[src/rtl/wb_write_queue.sv]
// wb_write_queue
//
// Write-back queue in front of the single register-file write port. Completed
// results from the memory-load path (older) and the ALU path (younger) are
// buffered in program order and retired one register write per clock through
// registered outputs. Also flags read-after-write hazards for the two register
// addresses currently being decoded.
//
// Ports:
//   clk, rst                  clock; asynchronous active-high reset
//   mem_valid/dest/result     load result (older when both sources are valid)
//   alu_valid/dest/result     ALU result (younger)
//   in_ready                  queue can take up to two entries this cycle
//   src1, src2                decode read addresses
//   src1_pending/src2_pending a queued or in-flight write targets srcN
//   Dest_wb, Result_WB        register-file write address / data
//   writeBackEn               register-file write strobe

module wb_write_queue #(
  parameter int unsigned WORD_LEN     = 32,
  parameter int unsigned REG_ADDR_LEN = 4,
  parameter int unsigned DEPTH        = 4
) (
  input  logic                    clk,
  input  logic                    rst,
  input  logic                    mem_valid,
  input  logic [REG_ADDR_LEN-1:0] mem_dest,
  input  logic [WORD_LEN-1:0]     mem_result,
  input  logic                    alu_valid,
  input  logic [REG_ADDR_LEN-1:0] alu_dest,
  input  logic [WORD_LEN-1:0]     alu_result,
  output logic                    in_ready,
  input  logic [REG_ADDR_LEN-1:0] src1,
  input  logic [REG_ADDR_LEN-1:0] src2,
  output logic                    src1_pending,
  output logic                    src2_pending,
  output logic [REG_ADDR_LEN-1:0] Dest_wb,
  output logic [WORD_LEN-1:0]     Result_WB,
  output logic                    writeBackEn
);

  localparam int unsigned PtrW = $clog2(DEPTH);
  localparam int unsigned CntW = PtrW + 1;
  localparam logic [CntW-1:0] ReadyMax = CntW'(DEPTH - 2);

  typedef logic [PtrW-1:0] ptr_t;
  typedef logic [CntW-1:0] cnt_t;

  // FIFO storage; contents are never reset, occupancy is tracked by count_q.
  logic [REG_ADDR_LEN-1:0] dest_q [DEPTH];
  logic [WORD_LEN-1:0]     data_q [DEPTH];

  ptr_t head_q, head_d;
  ptr_t tail_q, tail_d;
  cnt_t count_q, count_d;

  logic       enq_mem, enq_alu, deq;
  logic [1:0] num_enq;
  ptr_t       alu_slot;

  // Ready looks only at the registered count so it never depends on a drain.
  assign in_ready = (count_q <= ReadyMax);

  always_comb begin
    enq_mem  = mem_valid & in_ready;
    enq_alu  = alu_valid & in_ready;
    num_enq  = {1'b0, enq_mem} + {1'b0, enq_alu};
    deq      = (count_q != '0);
    // With both sources valid the younger ALU entry lands one slot after mem.
    alu_slot = tail_q + ptr_t'(enq_mem);
    tail_d   = tail_q + ptr_t'(num_enq);
    head_d   = head_q + ptr_t'(deq);
    count_d  = count_q + cnt_t'(num_enq) - cnt_t'(deq);
  end

  always_ff @(posedge clk) begin
    if (enq_mem) begin
      dest_q[tail_q] <= mem_dest;
      data_q[tail_q] <= mem_result;
    end
    if (enq_alu) begin
      dest_q[alu_slot] <= alu_dest;
      data_q[alu_slot] <= alu_result;
    end
  end

  always_ff @(posedge clk or posedge rst) begin
    if (rst) begin
      head_q      <= '0;
      tail_q      <= '0;
      count_q     <= '0;
      Dest_wb     <= '0;
      Result_WB   <= '0;
      writeBackEn <= 1'b0;
    end else begin
      head_q      <= head_d;
      tail_q      <= tail_d;
      count_q     <= count_d;
      writeBackEn <= deq;
      // Output registers hold their last values while the queue is idle.
      if (deq) begin
        Dest_wb   <= dest_q[head_q];
        Result_WB <= data_q[head_q];
      end
    end
  end

  // Hazard check over occupied slots (head .. head+count-1) plus the write
  // currently presented to the register file. Register 0 is not special.
  always_comb begin
    ptr_t idx;
    idx          = '0;
    src1_pending = writeBackEn && (Dest_wb == src1);
    src2_pending = writeBackEn && (Dest_wb == src2);
    for (int i = 0; i < DEPTH; i++) begin
      idx = head_q + ptr_t'(i);
      if (cnt_t'(i) < count_q) begin
        if (dest_q[idx] == src1) src1_pending = 1'b1;
        if (dest_q[idx] == src2) src2_pending = 1'b1;
      end
    end
  end

endmodule

[config.mk]
export PLATFORM = sky130hd
export DESIGN_NAME = wb_write_queue
export DESIGN_NICKNAME = d
export VERILOG_FILES = /design/src/rtl/wb_write_queue.sv
export SDC_FILE = /design/constraint.sdc
export NUM_CORES = 1
export LEC_CHECK = 0
export ABC_AREA = 1
export CAP_MARGIN = 15
export CORE_MARGIN = 2
export CORE_UTILIZATION = 30
export DETAILED_ROUTE_END_ITERATION = 12
export GPL_ROUTABILITY_DRIVEN = 0
export PLACE_DENSITY_LB_ADDON = 0.25
export REMOVE_ABC_BUFFERS = 1
export SETUP_SLACK_MARGIN = 0.1
export SLEW_MARGIN = 30
export SYNTH_ARGS = -nofsm -noshare
export SYNTH_HDL_FRONTEND = slang
export SYNTH_SLANG_ARGS = --single-unit
[constraint.sdc]
create_clock -name clk -period 4.9 [get_ports clk]
set_clock_uncertainty 0.05 [all_clocks]
set_input_delay 0.98 -clock clk [delete_from_list [all_inputs] [get_ports clk]]
set_output_delay 0.98 -clock clk [all_outputs]
set_load 0.02 [all_outputs]
Word level (Yosys, flattened, before mapping)
Memory sizes are Yosys's and may differ from the RTL's. A register that Yosys moved wholly into a read port is not among the register bits.
Cells that the tools add are included.
Operators by class
  bitwise logic cells: 2
  add/sub/neg operators: 9
  multiplexer cells: 20
  reductions and logical operators: 3
  eq/ne operators: 10
  order comparisons: 5
Operators with widths (number)
  equality test 4 bit: 10
  2-to-1 mux 1 bit: 20
  less-than comparator 1 x 3 -> 1 bit (first input constant): 2
  less-than comparator 2 x 3 -> 1 bit (first input constant): 2
  adder 2 x 1 -> 2 bit: 2
  adder 2 bit (second input constant): 2
  adder 3 x 2 -> 3 bit: 1
  <= comparator 3 x 2 -> 1 bit (second input constant): 1
  nonzero test 3 bit: 1
  subtractor 3 x 1 -> 3 bit: 1
  adder 1 x 1 -> 2 bit: 1
  adder 2 x 1 -> 2 bit (second input constant): 1
  adder 2 bit: 1
  bitwise AND 1 bit: 2
  logical AND 1 bit: 2
Storage, ports and cells
  memories: 2
  bits in registers: 12
  RAM bits: 144
  word-level logic and storage cells: 56
Memories
  data_q: words 4, width 32, rd ports 1, clocked after Yosys merged registers in 1, write ports 2, RTL line 51  | logic [WORD_LEN-1:0] data_q [DEPTH];
  dest_q: words 4, width 4, rd ports 4, clocked after Yosys merged registers in 0, write ports 2, RTL line 50  | logic [REG_ADDR_LEN-1:0] dest_q [DEPTH];

Longest topological paths before layout
  depth after elaboration: 10
  depth in mapped cells: 14
  gate-level depth less buffers: 13

Worst setup path before layout
OpenSTA, ideal clock, no wires.
  kind: input-to-reg
  from: input port mem_valid
  to: memory data_q[0][0] (enable)
  arrival time: 3.858 ns
  stages on the path: 4
  setup slack: 0.513 ns
  buffers on the path: 0
  cells stage by stage: inv_1 -> nor2_1 -> nand2_1 -> o21ai_0
RTL lines
  start: declaration: RTL line 26  | input logic mem_valid,
  end: declaration: RTL line 51

Worst setup path after layout
  from: register head_q[1]
  to: output port src1_pending
Between the ends
  cells in the longest elaborated chain, start to end: 10
Ends and longest elaborated chain
  start: declaration: RTL line 53  | ptr_t head_q, head_d;
  start signal: assignment: RTL line 89  | head_q <= '0;
  start signal: assignment: RTL line 96  | head_q <= head_d;
  memory (4 x 4 bit) (*)
  equality test 4 bit: RTL line 118  | if (dest_q[idx] == src1) src1_pending = 1'b1;
  2-to-1 mux 1 bit: RTL line 118
  2-to-1 mux 1 bit: RTL line 117  | if (cnt_t'(i) < count_q) begin
  2-to-1 mux 1 bit: RTL line 118
  2-to-1 mux 1 bit: RTL line 117
  2-to-1 mux 1 bit: RTL line 118
  2-to-1 mux 1 bit: RTL line 117
  2-to-1 mux 1 bit: RTL line 118
  2-to-1 mux 1 bit (*): RTL line 117
  end: declaration: RTL line 35  | output logic src1_pending,
Every way passes the cells marked *; elsewhere a longest branch is shown, timed or not.

==> flow_summary_export.csv <==
group,metric,value,unit
status,outcome,"finished, final reports clean",
clock_tree,cts_tree,"yes",
floorplan,die_h,184,um
global_routing,antenna_found_initial,2,
timing,fmax,253,MHz
drt,wl_per_cell,16.6,um
synthesis,synth_seq_area_share,55.9,%
clock_tree,clk_path_buf_depth,2,
timing,fin_crit_sh,80.7,%
floorplan,dieArea,33800,um2
worst_setup_path,end_kind,"output pin",
place,port_buffers,123,
power_and_ir_drop,p_clk_share,19.6,%
timing,finalSetupViolations,0,
synthesis,netlist_area,9700,um2
worst_setup_path,cp.arrival,2.92,ns
clock_tree,clock_latency,0.44,ns
worst_setup_path,crit_slowest_cell,"dfrtp_1",
place,dp_hpwl,17.7,mm
timing,slew_viol_final,0,
timing,slew_headroom,35.9,%
power_and_ir_drop,p_switching,3.29,mW
synthesis,ys_types,29,
power_and_ir_drop,comb_power_share,46.0,%
cells_and_area,area_growth,24.0,%
floorplan,start_util,30.6,%
synthesis,synthCells,1151,
power_and_ir_drop,switching_share,43.6,%
timing,post-route-min-period,3.95,ns
drt,vias_per_cell,4.86,
floorplan,die_w,184,um
cells_and_area,diodes,0,
cells_and_area,nets,1346,
clock_tree,ctsResizeCount,0,
global_routing,grt_pass1_vias,7825,
worst_setup_path,cp_common_cell,"nand2_1",
worst_setup_path,cp.required,3.87,ns
global_routing,grt_max_degree,73,
cells_and_area,final-seq-area,5430,um2
worst_setup_path,path_delay_family,"simple AND/OR/NAND/NOR gates",
hold_path,holdCritPathClass,"register to register",
global_routing,overflow,0,
place,dpl-instance-area,11400,um2
clock_tree,hold_buffers,0,
clock_tree,cts_buffers,17,
drt,ant_nets,0,
global_routing,grt_pass1_wl,43.9,mm
worst_setup_path,critical_path_class,"register to output pin",
floorplan,row_count,65,
clock_tree,cts_setup_buffers,0,
drt,dr.pass1.iters,5,
drt,route.detailed.drc,0,
synthesis,synth_seq_cells,188,
cells_and_area,fill_cells,3188,
timing,finalHoldViolations,0,
drt,drt_wl_total,27.7,mm
cells_and_area,stdcell_area,12000,um2
power_and_ir_drop,ir_worst_vdd,0.297,mV
worst_setup_path,worst_path_largest_cell_delay,0.65,ns
worst_setup_path,worst-path-buf-inv,3,
clock_tree,root_buffer,"clkbuf_16",
power_and_ir_drop,intPower,4.25,mW
clock_tree,cts_sinks,188,
clock_tree,cts.htree.levels,4,
worst_setup_path,worst_setup_path_start_kind,"register",
timing,setup_tns,0,ns
power_and_ir_drop,seqPwrFrac,34.5,%
floorplan,ios,124,
synthesis,ys_warn_count,0,
global_routing,grt_util_all_layers,17.1,%
worst_setup_path,cp_max_fo,15,
floorplan,core-area,31700,um2
clock_tree,cts.clk_slew.worst_paths,0.08,ns
power_and_ir_drop,cellPowerDensity,628,nW/um2
timing,grt_setup_unrepaired,"false",
synthesis,avgSynthCellArea,8.43,um2
power_and_ir_drop,p_leak,4.77,nW
cells_and_area,drive_above_1_share,5.68,%
cells_and_area,multi_input_area,3700,um2
job,drv_cap,0,
timing,max_slew.worst_pin.slew,0.959,ns
drt,drtIter0Drc,557,
drt,vias,8117,
worst_setup_path,worstPathCellList,"inv_2, nand2_1, nand2_2, nand2_1, nand2_1, nand2_1, nand2_1, nor2_1, nand2_1, nand2_1, inv_1, nand2_1, clkdlybuf4s50_1",
==> metrics by stage <==
stage / setup slack (ns) / util, % / hold slack [ns] / std cells / total power [mW]
final: 0.947 / 37.9 / 0.434 / 1669 / 7.55
after global routing: 0.681 / 37.9 / 0.457 / 1669 / 8.14
after CTS: 0.911 / 37.8 / 0.437 / 1668 / 7.61
after detailed placement: 1.04 / 35.8 / 0.414 / 1636 / 6.12
after global placement: 1.04 / 35.7 / 0.419 / 1634 / 6.07
after floorplan: 0.513 / - / 0.428 / 1093 / 4.69
==> worst min-delay path, stage by stage, from the launching register on <==
cell     delay (ns)
dfrtp_1        0.35
nand2_1        0.06
nand2_1        0.05
==> cell usage after synthesis <==
master    instances  share of area, %
clkbuf_2          6              0.31
o21ai_1           9              0.46
inv_2             6              0.23
a21oi_1           3              0.15
nor3_4            2              0.34
xnor2_1           4              0.36
buf_1             1             0.039
nor2_1           30               1.2
xor2_1            7              0.63
nand3_1          60               3.1
nand4_1          29               1.9
dfrtp_1          44                11
ha_1              7              0.90
nand2_2           3              0.19
clkbuf_1         19              0.74
a22oi_1           8              0.62
o21bai_1          2              0.15
o21ai_0         149               7.7
buf_2            26               1.3
o21ai_2           1             0.090
xnor2_2           1              0.17
buf_6             3              0.35
o22ai_1           4              0.26
buf_4             3              0.23
nand2_1         492                19
a31oi_1           4              0.26
inv_1            83               3.2
edfxtp_1        144                45
fa_1              1              0.21
==> layout by cell type (no fill, tap or decap), types with 3 or more instances in the layout <==
master,Yosys,layout
clkbuf_16,0,17
buf_4,3,14
clkdlybuf4s50_1,0,123
nand3_1,60,60
nor2_1,30,30
dfrtp_1,44,44
clkinv_8,0,6
inv_12,0,4
inv_1,83,80
a22oi_1,8,8
o22ai_1,4,4
nand4_1,29,29
o21ai_1,9,9
xor2_1,7,7
nand2_1,492,491
nand2_2,3,4
a31oi_1,4,4
inv_2,6,9
a21oi_1,3,3
edfxtp_1,144,144
o21ai_0,149,147
xnor2_1,4,4
ha_1,7,7
==> layer usage <==
layer	routed length [um]	track usage (%)	part of all wire, %
met5	13	0	0.047
met4	434	4.22	1.6
met3	1670	3.65	6.0
met2	13000	28.5	47
met1	12500	22.5	45
==> power groups by stage <==
stage	registers [mW]	logic [mW]	clock network (mW)
after floorplan	2.83	1.86	0
after global placement	2.63	3.44	0
after detailed placement	2.64	3.48	0
after CTS	2.61	3.50	1.51
after global routing	2.66	3.90	1.58
final	2.60	3.47	1.48
==> registers in the layout, summed over array words and instances, names as in the netlist <==
signal,count
dest_q,16
Dest_wb,4
data_q,128
count_q,3
tail_q,2
head_q,2
writeBackEn,1
Result_WB,32
==> layout make-up <==
| class | instances | area share [%] |
|---|---|---|
| multi-input cells | 816 | 30.8 |
| clock buffers | 17 | 3.54 |
| clock inverters | 15 | 1.73 |
| inverters | 89 | 2.78 |
| flip-flops and latches | 188 | 45.1 |
| repair buffers | 142 | 11.9 |
| well taps | 402 | 4.18 |
==> logic make-up after synthesis <==
family	count (synthesis)	synth area share [%]
AND/OR/NAND/NOR	616	25.7
AO/OA/AOI/OAI	180	9.68
adder cells (fa/ha/maj)	8	1.11
buffers and inverters	147	6.45
XOR/XNOR	12	1.16
flip-flops	188	55.9
==> worst paths after layout <==
check / start / end / slack (ns) / depth (start not counted)
setup / recovery: head_q[1]$_DFF_PP0_ / src1_pending / 0.95 / 13
hold reg to reg: Result_WB[31]$_DFFE_PP0N_ / Result_WB[31]$_DFFE_PP0N_ / 0.43 / 2
setup reg to reg: count_q[2]$_DFF_PP0_ / data_q[1][31]$_DFFE_PP_ / 2.02 / 11
max in group asynchronous: rst / Result_WB[25]$_DFFE_PP0N_ / 3.31 / 3
min in group asynchronous: rst / Result_WB[19]$_DFFE_PP0N_ / 1.01 / 3
hold / removal: Result_WB[31]$_DFFE_PP0N_ / Result_WB[31]$_DFFE_PP0N_ / 0.43 / 2
No activity file was read; power rests on OpenSTA's default activity.
